===== src/rtl/muldiv_sequencer.sv =====
// Iterative RV32M multiply/divide unit: radix-2 shift-add multiply and restoring
// divide, one bit per cycle, with its own IDLE/CALC/SIGN/DONE sequencer.
module muldiv_sequencer #(
  parameter int Width = 32
) (
  input  logic             clk,
  input  logic             rst_n,
  input  logic             start,
  input  logic [2:0]       funct3,
  input  logic [Width-1:0] rs1,
  input  logic [Width-1:0] rs2,
  input  logic             flush,
  output logic             stall,
  output logic             busy,
  output logic             valid,
  output logic [Width-1:0] result
);

  localparam int CW = $clog2(Width) + 1;
  localparam logic [CW-1:0]    LastIter = CW'(Width - 1);
  localparam logic [Width-1:0] MinNeg   = {1'b1, {(Width-1){1'b0}}};

  typedef enum logic [1:0] {
    IDLE = 2'd0,
    CALC = 2'd1,
    SIGN = 2'd2,
    DONE = 2'd3
  } state_t;

  state_t             state, state_nxt;
  logic [CW-1:0]      count;
  logic [Width:0]     acc;
  logic [Width-1:0]   lo;
  logic [Width-1:0]   opnd;
  logic               neg;
  logic [2:0]         op;

  function automatic logic [Width-1:0] magnitude(input logic signed [Width-1:0] x,
                                                 input logic is_signed);
    logic [Width-1:0] m;
    if (is_signed && x < 0) m = -x;
    else                    m = x;
    return m;
  endfunction

  // Negate the unsigned core result when required and pick the half the op asks for.
  function automatic logic [Width-1:0] fix_sign(input logic [2:0] f, input logic n,
                                                input logic [Width-1:0] hi,
                                                input logic [Width-1:0] low);
    logic [2*Width-1:0] prod;
    logic [Width-1:0]   res;
    prod = {hi, low};
    if (n) prod = -prod;
    case (f)
      3'b000:                 res = prod[Width-1:0];
      3'b001, 3'b010, 3'b011: res = prod[2*Width-1:Width];
      3'b100, 3'b101:         res = n ? -low : low;
      default:                res = n ? -hi : hi;
    endcase
    return res;
  endfunction

  function automatic logic [Width-1:0] special_result(input logic [2:0] f, input logic dz,
                                                      input logic [Width-1:0] a);
    logic [Width-1:0] res;
    if (dz) res = f[1] ? a : '1;
    else    res = f[1] ? '0 : a;
    return res;
  endfunction

  logic             accept, div_op, signed_a, signed_b, div_zero, div_ovf, special, neg_res;
  logic [Width-1:0] mag_a, mag_b;
  logic [Width:0]   mul_sum, div_shift, div_diff;

  assign accept   = (state == IDLE) && start && !flush;
  assign div_op   = funct3[2];
  assign signed_a = (funct3 == 3'b001) || (funct3 == 3'b010) || (div_op && !funct3[0]);
  assign signed_b = (funct3 == 3'b001) || (div_op && !funct3[0]);
  assign mag_a    = magnitude(rs1, signed_a);
  assign mag_b    = magnitude(rs2, signed_b);
  assign neg_res  = (div_op && funct3[1]) ? (signed_a && rs1[Width-1])
                  : ((signed_a && rs1[Width-1]) ^ (signed_b && rs2[Width-1]));
  assign div_zero = div_op && (rs2 == '0);
  assign div_ovf  = div_op && !funct3[0] && (rs1 == MinNeg) && (rs2 == '1);
  assign special  = div_zero || div_ovf;

  // Multiply: {acc, lo} is the product register, lo shifts the multiplier out LSB first.
  // Divide: acc is the partial remainder, lo shifts the dividend in and the quotient out.
  assign mul_sum   = {1'b0, acc[Width-1:0]} + (lo[0] ? {1'b0, opnd} : '0);
  assign div_shift = {acc[Width-1:0], lo[Width-1]};
  assign div_diff  = div_shift - {1'b0, opnd};

  always_ff @(posedge clk or negedge rst_n) begin
    if (!rst_n) state <= IDLE;
    else        state <= state_nxt;
  end

  always_comb begin
    state_nxt = state;
    if (flush) begin
      state_nxt = IDLE;
    end else begin
      case (state)
        IDLE: if (start) state_nxt = special ? DONE : CALC;
        CALC: if (count == LastIter) state_nxt = SIGN;
        SIGN: state_nxt = DONE;
        DONE: state_nxt = IDLE;
        default: state_nxt = IDLE;
      endcase
    end
  end

  assign stall = ((state == IDLE) && start) || (state == CALC) || (state == SIGN);
  assign busy  = (state == CALC) || (state == SIGN);
  assign valid = (state == DONE) && !flush;

  always_ff @(posedge clk or negedge rst_n) begin
    if (!rst_n) begin
      count  <= '0;
      acc    <= '0;
      lo     <= '0;
      opnd   <= '0;
      neg    <= 1'b0;
      op     <= 3'b000;
      result <= '0;
    end else if (accept) begin
      count <= '0;
      acc   <= '0;
      op    <= funct3;
      neg   <= neg_res;
      lo    <= div_op ? mag_a : mag_b;
      opnd  <= div_op ? mag_b : mag_a;
      if (special) result <= special_result(funct3, div_zero, rs1);
    end else if (state == CALC && !flush) begin
      count <= count + CW'(1);
      if (op[2]) begin
        if (!div_diff[Width]) begin
          acc <= div_diff;
          lo  <= {lo[Width-2:0], 1'b1};
        end else begin
          acc <= div_shift;
          lo  <= {lo[Width-2:0], 1'b0};
        end
      end else begin
        acc <= {1'b0, mul_sum[Width:1]};
        lo  <= {mul_sum[0], lo[Width-1:1]};
      end
    end else if (state == SIGN && !flush) begin
      result <= fix_sign(op, neg, acc[Width-1:0], lo);
    end
  end

endmodule


===== config.mk =====
export PLATFORM = sky130hd
export DESIGN_NAME = muldiv_sequencer
export DESIGN_NICKNAME = d
export VERILOG_FILES = /design/src/rtl/muldiv_sequencer.sv
export SDC_FILE = /design/constraint.sdc
export NUM_CORES = 1
export LEC_CHECK = 0
export ABC_CLOCK_PERIOD_IN_PS = 3500
export BUFFER_PORTS_ARGS = -buffer_cell sky130_fd_sc_hd__buf_2
export CAP_MARGIN = 20
export CORE_ASPECT_RATIO = 1.4
export CORE_MARGIN = 8
export CORE_UTILIZATION = 30
export CTS_CLUSTER_DIAMETER = 150
export DETAILED_ROUTE_END_ITERATION = 8
export GPL_TIMING_DRIVEN = 0
export PLACE_DENSITY_LB_ADDON = 0.25
export SLEW_MARGIN = 20
export SYNTH_ARGS = -nofsm -noshare
export SYNTH_HDL_FRONTEND = slang
export SYNTH_SLANG_ARGS = --single-unit

===== constraint.sdc =====
create_clock -name clk -period 3.5 [get_ports clk]
set_clock_uncertainty 0.05 [all_clocks]
set_input_delay 0.35 -clock clk [delete_from_list [all_inputs] [get_ports clk]]
set_output_delay 0.35 -clock clk [all_outputs]
set_load 0.1 [all_outputs]

=== Word level (Yosys, flattened, before mapping) ===
Index checks and enable logic that the tools add are counted.

* Bits in registers: 140
* Output and inout bits: 35
* Word-level logic and storage cells: 100

* Add/sub/neg operators: 8
* Magnitude comparators: 2
* Equal/unequal tests: 17
* Multiplexer cells: 32
* Bitwise gates (word level): 1
* Reduce and logical (&&, ||, !) cells: 32

{| class="wikitable"
|+ Operators with widths
! operator !! count
|-
| $mux W32 || 21
|-
| $neg A32 Y32 || 4
|-
| $pmux W32 S3 || 1
|-
| $eq A32 B32 Y1 const B || 2
|-
| $lt A32 B1 Y1 const B || 2
|-
| $mux W64 || 1
|-
| $neg A64 Y64 || 1
|-
| $add A32 B32 Y33 || 1
|-
| $sub A33 B32 Y33 || 1
|-
| $logic_not A32 Y1 || 1
|-
| $logic_and A1 B1 Y1 || 14
|-
| $mux W6 || 2
|-
| $eq A3 B2 Y1 const B || 3
|-
| $mux W2 || 4
|-
| $pmux W2 S4 || 1
|-
| $logic_or A1 B1 Y1 || 7
|-
| $add A6 B1 Y6 const B || 1
|-
| $eq A3 B1 Y1 const B || 2
|-
| $eq A3 B3 Y1 const B || 2
|-
| $eq A6 B5 Y1 const B || 1
|-
| $ne A3 B3 Y1 const B || 2
|-
| $eq A2 B2 Y1 const B || 2
|-
| $reduce_bool A2 Y1 || 2
|-
| $logic_not A3 Y1 || 1
|-
| 11 further kinds || 13
|}

=== Longest topological paths before layout ===
Gate-level depths: netlist (run 1).

* Depth after elaboration: 9
* Gate-level depth with buffers: 14
* Mapped depth without buffers: 14

=== Worst setup path after synthesis (run 1) ===
Ideal clock, no wire load.

* Kind: reg2reg
* Start point: register lo[31]
* End point: register acc[26]
* Arrival time: 3.473 ns
* Path slack: -0.149 ns
* Stages on the path, launching flop included: 14
* Buffers on the path: 0
* Period minus slack after synthesis: 3.649 ns
* Cells stage by stage: dfrtp_1 inv_1 ha_1 fa_1 nand2b_1 a21oi_1 o221a_2 a41oi_2 o41a_1 nor3_2 or4_1 nand4_2 mux2_2 a221o_1

* Longest elaborated chain between the ends: 5

{| class="wikitable"
|+ Ends and longest elaborated chain
! what !! line !! text
|-
| start: declaration || 33 || <nowiki>logic [Width-1:0] lo;</nowiki>
|-
| start signal: assignment || 131 || <nowiki>lo <= div_op ? mag_a : mag_b;</nowiki>
|-
| start signal: assignment || 139 || <nowiki>lo <= {lo[Width-2:0], 1'b1};</nowiki>
|-
| start signal: assignment || 142 || <nowiki>lo <= {lo[Width-2:0], 1'b0};</nowiki>
|-
| $sub A33 B32 Y33 || 91 || <nowiki>assign div_diff = div_shift - {1'b0, opnd};</nowiki>
|-
| $mux W32 || 137 || <nowiki>if (!div_diff[Width]) begin</nowiki>
|-
| $mux W32 || 136 || <nowiki>if (op[2]) begin</nowiki>
|-
| $mux W32 || 134 || <nowiki>end else if (state == CALC && !flush) begin</nowiki>
|-
| $mux W32 || 126 || <nowiki>end else if (accept) begin</nowiki>
|-
| end signal: assignment || 138 || <nowiki>acc <= div_diff;</nowiki>
|-
| end signal: assignment || 141 || <nowiki>acc <= div_shift;</nowiki>
|-
| end signal: assignment || 145 || <nowiki>acc <= {1'b0, mul_sum[Width:1]};</nowiki>
|-
| end: declaration || 32 || <nowiki>logic [Width:0] acc;</nowiki>
|}

Every way passes these cells. The select of a mux whose other input is x is not followed.
A chain may end at the register's enable or synchronous reset.

=== Worst setup path after layout (run 1) ===
Ends and elaborated chain as after synthesis.

==> run metrics, run 1 <==
CP endpoint kind flip-flop; GR Layer Usage met3 0.0341; Post-Place Setup Slack -1.60 ns; Hold Crit Depth 3; Compound-Gate Fraction of Synth Area 0.271; Top Usage Layer GRT met2; Hold Startpoint funct3[0]; Yosys warnings 0; Peak VDD IR around 0.00054 V; full die area 57100 um^2; Synth async-reset ratio 1.00; Placed Instances 2732; Die Y-Extent 280 um; flop2flop setup slack -0.11 ns; Setup-failing EPs final 29; Synth-to-Final Area Change 19.1%; initial antenna violation count 1; top cells by count, synth 234 x nand2_1, 201 x o21ai_0, 188 x nor2_1, 159 x a21oi_1, 140 x dfrtp_1; Top FF cell, synth dfrtp_1; Rel. slew slack 0.353; Buf/Inv on CP 1; minimum clock period approximately 3.6 ns; crit-path max FO 6; worst-path cell chain inv_2, ha_4, fa_2, nand2b_4, a21oi_4, o221a_4, a41oi_4, o41a_1, nor3_4, or4_4, nand4_4, mux2_4, a221o_1; first-iteration detailed-routing DRC count 1221; Fin. Hold Viols 0; Clock Root Buffer clkbuf_16; Global Route met1 Usage 0.263; PD cells 1130 nW/um^2; maxcap violations 0; Hold EP op[0]$_DFFE_PN0P_; LEAKAGE 7.53 nW; Crit Reg-Reg Endpoint acc[26]$_DFFE_PN0P_; Post-Route WL 71800 um; GRT Total Usage 0.246; cell family with most CP delay compound AO/OA/AOI/OAI gates; worst-skew pair later-pin latency approximately 0.46 ns; core area roughly 50000 um^2; # diodes 0; largest net degree at the start of global routing 75; cell with the most instances after synthesis nand2_1; H-tree levels 4; Post-Synth Adder-Cell Area 0.0791; Synth Area in Simple Gates 0.207; unrepaired setup endpoints after global routing yes; first-pass GRT wire length 106000 um; post-synthesis cell count 1989; DR vias 16312; post-layout power about 20 mW; CP max stage delay 0.42 ns; worst setup margin -0.113 ns; drt pass-1 iters 5; met2 Resource Use GR 0.435; worst r2r src lo[31]$_DFFE_PN0P_; Fillers 5304; Least-Margin Pin Slew 0.970 ns; EDFF count, synth 0; CTS Buffer Depth 2; CTS tree done; post-route antenna net violation count 0; Slew Viols, Final 0; IO Port Bufs 105; critical setup path kind reg2reg; worst-case reg-to-reg path depth 13; Num CTS Buffers 17; final worst-path cycle share 1.03; status finished with violations; CTS Sinks 140; mean post-synth cell area ~7.5 um^2; Netlist cell types 82; Hold/Removal Path Class in2reg; detailed-route wire length per cell ~26 um; Max Freq around 280 MHz; Worst EP required 3.79 ns; CTS clk-pin slew, worst paths 0.07 ns; layout net count 2301; routability congestion estimate between 0.9 and 1; vias per inst 5.82; post-synthesis sequential area ratio 0.235; failing checks setup timing; post-synthesis xor/xnor area fraction 0.0970; Starting Density 0.304; CP Launch Type flip-flop; Worst EP arrival 3.90 ns; fin cells between 2000 and 3000; Die Wd 204 um; Post-Syn Nets approximately 2100; count of state elements after synthesis 140; IO Count around 110; main combinational cell family by area after synthesis compound AO/OA/AOI/OAI gates; post-synth top area share 0.235; cell area after synthesis about 15000 um^2; DRC viols 0; total grt overflow 0; post-synthesis mux area share 0.0582; vias in the first global route 16468; layout cells sized above 1 0.162; leading area contributor after synthesis dfrtp_1; Rows 96; Detailed Place HPWL ~59000 um; Crit-path slowest cell o41a_1; synth top area cells dfrtp_1 24%, o21ai_0 6.8%, ha_1 6.3%, xnor2_1 5.9%, nand2_1 5.9%
## state kept, by name (all words and copies together) (netlist names)
register	cells
neg	1
opnd	32
state	2
count	6
result	32
lo	32
acc	32
op	3
## per-layer routing
layer,up-vias,wire (um)
li1,7578,-
met1,7839,26600
met2,648,35500
met3,245,3340
met4,2,6320
met5,-,18
## what timing repair did
item | 4_1_cts | 5_1_grt
resized for setup | 94 | 71
setup buffers | 22 | 25
endpoints found under the setup margin | 63 | 58
hold buffers | 1 | 0
endpoints found under the hold margin | 66 | 0
pin swaps | 23 | 32
## stage by stage
stage / hold slack, ns / setup TNS, ns / area, um^2 / utilization
after floorplan: 0.00441 / 0 / 14900 / -
after global placement: 0.415 / -80.67 / 16200 / 0.331
after detailed placement: 0.305 / -47.23 / 16300 / 0.332
after CTS: 0.135 / -5.86 / 17400 / 0.354
after global routing: 0.154 / -3.45 / 17700 / 0.362
final: 0.145 / -1.03 / 17700 / 0.362
## layout by cell type, fill, tap and decap left out, drive strengths merged, types with 17 or more instances in the layout
master,instances
nand2,234
xnor2,101
or4,19
a22oi,27
ha,75
nand4,17
nor4,23
buf,177
inv,73
maj3,20
clkbuf,120
nor2,188
nor3,43
o211ai,19
dfrtp,140
xor2,64
nor2b,17
nand2b,20
o22ai,38
mux2,29
a21oi,160
o31ai,27
a21o,25
mux2i,54
o21ai,210
o221ai,24
or3,19
nand3,33
## cells by family (layout without fill, tap and decap cells)
logic type	count (synthesis)	after routing
flops	140	140
compound gates	646	646
xor+xnor	165	165
buf+inv	198	375
fa+ha+maj	97	97
simple gates	660	660
mux	83	83
## report_power, final
group | switching [mW] | internal [mW] | leakage (nW) | total (mW)
Sequential | 0.883 | 2.31 | 1.76 | 3.20
Clock | 0.899 | 0.951 | 0.286 | 1.85
Combinational | 10.0 | 5.04 | 5.48 | 15.1
Total | 11.8 | 8.31 | 7.53 | 20.1
## layout make-up
cell class | count | area, um^2 | area share
multi-input cells | 1651 | 11100 | 0.626
repair buffers | 154 | 955 | 0.0538
plain buffers | 128 | 562 | 0.0317
inverters | 61 | 234 | 0.0132
well taps | 637 | 797 | 0.0449
clock buffers | 17 | 425 | 0.0240
flip-flops and latches | 140 | 3520 | 0.198
clock inverters | 15 | 148 | 0.00832
## tightest hold or removal path: stages
cell     delay, ns
buf_2         0.15
nand2_1       0.07
nand2_1       0.04
## worst max path at each step
stage | cells after the start | from | slack [ns] | to
2_1_floorplan | 11 | acc[4]$_DFFE_PN0P_ | 0.002 | acc[26]$_DFFE_PN0P_
3_3_place_gp | 13 | lo[0]$_DFFE_PN0P_ | -1.71 | result[12]$_DFFE_PN0P_
3_5_place_dp | 13 | lo[0]$_DFFE_PN0P_ | -1.60 | result[12]$_DFFE_PN0P_
4_1_cts | 13 | opnd[0]$_DFFE_PN0P_ | -0.25 | acc[0]$_DFFE_PN0P_
5_1_grt | 14 | opnd[0]$_DFFE_PN0P_ | -0.16 | acc[30]$_DFFE_PN0P_
6_report | 13 | lo[31]$_DFFE_PN0P_ | -0.11 | acc[26]$_DFFE_PN0P_
Power figures use the tool's default switching activity.
==> run 2, diff against run 1 <==
--- a/config.mk
+++ b/config.mk
@@ -5,6 +5,7 @@
 export SDC_FILE = /design/constraint.sdc
 export NUM_CORES = 1
 export LEC_CHECK = 0
+export ABC_AREA = 1
 export ABC_CLOCK_PERIOD_IN_PS = 3500
 export BUFFER_PORTS_ARGS = -buffer_cell sky130_fd_sc_hd__buf_2
 export CAP_MARGIN = 20
==> run 2 against run 1 <==
Effect of this change: the run now ends clean; count of clock-buffer cells in the layout unchanged; worst hold slack better by 0.064 ns; cell area is 19% higher; worst setup slack gained 0.11 ns; highest routed layer is now met4.
==> run metrics, run 2 <==
Fin. Hold Viols 0; worst-skew pair later-pin latency 0.47 ns; Worst EP required ~3.8 ns; synth top area cells nand2_1 25%, dfrtp_1 19%, inv_1 11%, nor2_1 7.3%, nand3_1 6.6%; post-route antenna net violation count 0; flop2flop setup slack 0.0005 ns; most frequent CP cell inv_1; DR vias 22955; PD cells 1210 nW/um^2; Starting Density 0.301; flip-flop and latch area 3500 um^2; Rel. slew slack 0.288; Top FF cell, synth dfrtp_1; Post-Syn Nets 3595; crit-path max FO 10; WL met2 between 40000 and 50000 um; worst-case reg-to-reg path depth 9; Least-Margin Pin Slew 1.07 ns; top cells by count, synth 1253 x nand2_1, 535 x inv_1, 367 x nor2_1, 249 x nand3_1, 177 x o21ai_0; fin cells 4419; Netlist cell types 54; Fillers 7406; CTS Sinks 140; Crit-path slowest cell clkbuf_1; core area about 63000 um^2; CTS clk-pin slew, worst paths 0.08 ns; area of the multi-input gates 12700 um^2; post-synthesis mux area share 0; Rows about 110; CP max stage delay 0.75 ns; CP endpoint kind flip-flop; detailed-route wire length per cell 22.9 um; vias per inst 5.19; Crit Reg-Reg Endpoint lo[21]$_DFFE_PN0P_; Int Pwr about 8.7 mW; post-synth top area share 0.249; Detailed Place HPWL roughly 84000 um; cell with the most instances after synthesis nand2_1; post-layout power about 25 mW; Buf/Inv on CP 4; met1 wire length roughly 36000 um; metal3 WL 5540 um; switching share of power 0.659; first-iteration detailed-routing DRC count around 1800; IO Count 106; Setup Buffers After CTS 0; Placed Instances about 4400; CTS tree done; worst-path cell chain inv_1, ha_1, nand3_2, inv_1, nor2_1, inv_1, clkbuf_1, o22ai_1, nand3b_1; worst r2r src state[0]$_DFFE_PN0P_; Hold/Removal Path Class in2reg; cell family with most CP delay buffers and inverters; Seq pwr share 0.162; CTS Buffer Depth 2; Design Area, Final 21100 um^2; total grt overflow 0; worst hold slack about 0.21 ns; dpl cell area 20500 um^2; total net switching power between 15 and 20 mW; Synth-to-Final Area Change 11.6%; main combinational cell family by area after synthesis simple AND/OR/NAND/NOR gates; Yosys warnings 0; Synth async-reset ratio 1.00; drt pass-1 iters 6; Setup-failing EPs final 0; first-pass GRT wire length 146000 um; GRT Total Usage 0.276; commonest non-fill, non-tap cells in the layout 1253 x nand2_1, 535 x inv_1, 367 x nor2_1; status completed; Post-Synth Adder-Cell Area 0.0519; Die Wd 228 um; Die Y-Extent 313 um; count of state elements after synthesis 140; post-synthesis cell count 3447; DRC viols 0; Num CTS Buffers 17; IO Port Bufs 105; Critical Path Source state[0]$_DFFE_PN0P_; most common cell after layout, fill and taps aside nand2_1; mean post-synth cell area 5.47 um^2; unrepaired setup endpoints after global routing no; layout cells sized above 1 0.0778; Max Freq 286 MHz; Synth Area in Simple Gates 0.458; cell area after synthesis 18900 um^2; minimum clock period 3.50 ns; Core Util, Final 0.336; routability congestion estimate 1.03; Worst EP arrival 3.79 ns; CP Launch Type flip-flop; Compound-Gate Fraction of Synth Area 0.127; LEAKAGE 11.6 nW; Logic pwr share 0.764; Slew Viols, Final 0; Post-Route WL 101000 um; leading area contributor after synthesis nand2_1; Clock Root Buffer clkbuf_16; post-synthesis sequential area ratio 0.186; EDFF count, synth 0; full die area just over 70000 um^2; top sig layer met4; layout net count 3720; Clk pwr share 0.074; vias in the first global route 22563; CP Depth 9; initial antenna violation count 3; post-synthesis xor/xnor area fraction 0.0385; final worst-path cycle share 1.00; H-tree levels 4; largest net degree at the start of global routing 90; Worst Setup EP lo[21]$_DFFE_PN0P_; Peak VDD IR 0.00120 V; critical setup path kind reg2reg; maxcap violations 0
==> run 2: kinds of logic (layout without fill, tap and decap cells) <==
logic type | count (synthesis) | in the layout
xor+xnor | 83 | 83
buf+inv | 656 | 794
fa+ha+maj | 77 | 77
flops | 140 | 140
simple gates | 2061 | 2061
other cells | 0 | 2
compound gates | 430 | 430
==> run 2: timing repair <==
| action | in CTS | in global routing |
|---|---|---|
| hold endpoints to repair | 51 | 0 |
| resized for setup | 0 | 5 |
| hold buffers | 1 | 0 |
| gates cloned | 0 | 0 |
| setup endpoints to repair | 1 | 14 |
==> run 2: per-layer routing <==
| layer | vias up | track usage |
|---|---|---|
| met1 | 10455 | 0.281 |
| met3 | 416 | 0.0358 |
| met2 | 1016 | 0.485 |
| met4 | 0 | 0.261 |
| li1 | 11068 | - |
| met5 | - | 0 |
==> run 2: stage by stage <==
step	setup TNS, ns	setup WS [ns]
after floorplan	0	0.961
after global placement	-47.48	-0.379
after detailed placement	-0.0460	-0.0460
after CTS	0	0.0447
after global routing	0	0.00301
final	0	0.000531
==> run 2: layout make-up <==
type / instances / share of cell area
antenna: 2 / 0.000238
timing repair buffer: 107 / 0.0272
sequential: 140 / 0.166
inverter: 545 / 0.0972
clock inverter: 15 / 0.00683
clock buffer: 17 / 0.0202
buffer: 110 / 0.0271
tap: 832 / 0.0494
multi-input combinational: 2651 / 0.605
==> run 2: worst min path at each step <==
stage                      startpoint                     end  depth (start not counted)
6_report                    funct3[0]       op[0]$_DFFE_PN0P_                          3
5_1_grt                     funct3[0]       op[0]$_DFFE_PN0P_                          3
4_1_cts                     funct3[0]       op[0]$_DFFE_PN0P_                          3
3_5_place_dp                    rst_n     acc[24]$_DFFE_PN0P_                          1
3_3_place_gp   result[22]$_DFFE_PN0P_  result[22]$_DFFE_PN0P_                          2
2_1_floorplan                   rst_n      acc[0]$_DFFE_PN0P_                          0
==> run 2: tightest hold or removal path: stages <==
cell and delay, ns:
buf_2 0.13, inv_1 0.11, o21ai_0 0.10
==> run 2: power by group through the flow <==
stage	Clock, mW	Sequential (mW)	Combinational (mW)
after floorplan	0	4.33	11.8
after global placement	0	4.09	19.0
after detailed placement	0	4.08	18.9
after CTS	1.89	4.05	19.0
after global routing	1.96	4.10	21.1
final	1.89	4.13	19.5
==> run 3, diff against run 2 <==
--- a/config.mk
+++ b/config.mk
@@ -9,6 +9,8 @@
 export ABC_CLOCK_PERIOD_IN_PS = 3500
 export BUFFER_PORTS_ARGS = -buffer_cell sky130_fd_sc_hd__buf_2
 export CAP_MARGIN = 20
+export CELL_PAD_IN_SITES_DETAIL_PLACEMENT = 1
+export CELL_PAD_IN_SITES_GLOBAL_PLACEMENT = 1
 export CORE_ASPECT_RATIO = 1.4
 export CORE_MARGIN = 8
 export CORE_UTILIZATION = 30
==> run 3 against run 2 <==
Effect of this change: flip-flop and latch count stayed put; cell count about the same; via count increased by 1.9%; critical endpoint unchanged; total power up 2.5%; non-clock buffer count increased by 1; critical path depth is the same; clock power is 13% higher; register-to-register slack improved by 0.11 ns; largest power group unchanged; global-route usage increased by 1.6 points; combinational power about the same; sequential power is essentially flat; worst setup slack better by 0.11 ns.
==> run metrics, run 3 (synthesis gave the netlist of run 2 again) <==
GRT Total Usage 0.292; Least-Margin Pin Slew 1.09 ns; drt pass-1 iters 5; Hold/Removal Path Class in2reg; CTS tree done; Placed Instances 4385; full die area around 71000 um^2; Worst EP arrival 3.68 ns; most common cell after layout, fill and taps aside nand2_1; most frequent CP cell inv_1; setup TNS 0 ns; Num CTS Buffers 17; CP Launch Type flip-flop; DR vias 23382; worst setup margin 0.109 ns; LEAKAGE 11.6 nW; maxcap violations 0; Clock Root Buffer clkbuf_16; Die Y-Extent approximately 310 um; Setup Buffers After CTS 0; Worst EP required ~3.8 ns; Post-Route WL 107000 um; CP max stage delay 0.73 ns; fin cells 4418; Fillers slightly below 9000; core area 62700 um^2; Detailed Place HPWL 90300 um; worst-skew pair later-pin latency 0.47 ns; IO Port Bufs 105; minimum clock period 3.39 ns; total grt overflow 0; commonest non-fill, non-tap cells in the layout 1253 x nand2_1, 534 x inv_1, 367 x nor2_1; unrepaired setup endpoints after global routing no; Crit-path slowest cell clkbuf_1; vias in the first global route 24443; Rows between 100 and 150; DRC viols 0; layout cells sized above 1 0.0778; Slew Viols, Final 0; Peak VDD IR 0.000989 V; CP endpoint kind flip-flop; status completed; CTS Buffer Depth 2; worst-path cell chain inv_1, ha_1, nand3_2, inv_1, nor2_1, inv_1, clkbuf_1, o22ai_1, nand3b_1; worst hold slack 0.218 ns; critical setup path kind reg2reg; routability congestion estimate a little over 1; flop2flop setup slack 0.11 ns; CTS Sinks 140; Synth-to-Final Area Change 12.0%; Post-Place Setup Slack -0.0173 ns; Rel. slew slack 0.272; IO Count 106; Starting Density 0.301; detailed-route wire length per cell 24.2 um; final worst-path cycle share 0.969; post-route antenna net violation count 0; Setup-failing EPs final 0; layout net count 3721; H-tree levels 4; Die Wd 228 um; CTS clk-pin slew, worst paths 0.07 ns; first-iteration detailed-routing DRC count around 1500; vias per inst 5.29; PD cells 1240 nW/um^2; Max Freq 295 MHz; initial antenna violation count 0; crit-path max FO 10; # diodes 0; largest net degree at the start of global routing 87; first-pass GRT wire length 156000 um; Fin. Hold Viols 0
## run 3: final timing paths
check | cells past startpoint | start | end
min in group asynchronous | 2 | rst_n | acc[24]$_DFFE_PN0P_
max reg2reg | 9 | state[0]$_DFFE_PN0P_ | lo[21]$_DFFE_PN0P_
min | 3 | rs1[0] | opnd[0]$_DFFE_PN0P_
min reg2reg | 2 | result[20]$_DFFE_PN0P_ | result[20]$_DFFE_PN0P_
max | 9 | state[0]$_DFFE_PN0P_ | lo[21]$_DFFE_PN0P_
max in group asynchronous | 3 | rst_n | lo[9]$_DFFE_PN0P_
## run 3: repair_timing
action,4_1_cts,5_1_grt
endpoints found under the hold margin,54,0
pin swaps,0,0
resized for setup,1,7
setup endpoints to repair,2,11
hold buffers,1,0
## run 3: power breakdown
| group | leakage (nW) | switching [mW] | total (mW) | internal [mW] |
|---|---|---|---|---|
| combinational | 9.59 | 14.4 | 19.8 | 5.40 |
| sequential | 1.73 | 1.79 | 4.15 | 2.36 |
| clock | 0.303 | 0.866 | 2.13 | 1.27 |
## run 3: critical path: cells and delay by family (launching register included)
family	cells	cell delay (ns)
compound gates	1	0.31
fa+ha+maj	1	0.22
buf+inv	4	1.54
flops	1	0.40
simple gates	3	0.72
## run 3: cell type report
class	count	area [um^2]	share of cell area
plain buffers	111	579	0.0274
clock buffers	18	429	0.0203
clock inverters	14	216	0.0102
inverters	545	2050	0.0968
multi-input cells	2651	12700	0.603
flip-flops and latches	140	3500	0.166
well taps	832	1040	0.0493
repair buffers	107	573	0.0271
## run 3: per-layer routing
| layer | global-route usage | vias to the layer above | part of all wire |
|---|---|---|---|
| met5 | 0 | - | 0 |
| met4 | 0.268 | 0 | 0.11 |
| met3 | 0.0316 | 358 | 0.038 |
| met2 | 0.521 | 731 | 0.49 |
| met1 | 0.298 | 11268 | 0.36 |
| li1 | - | 11025 | - |
## run 3: per-stage QoR
stage / power [mW] / utilization / area, um^2
3_3_place_gp: 23.4 / 0.326 / 20400
3_5_place_dp: 23.6 / 0.326 / 20500
5_1_grt: 27.9 / 0.337 / 21100
6_report: 26.1 / 0.337 / 21100
4_1_cts: 25.8 / 0.337 / 21100
2_1_floorplan: 16.1 / - / 18900
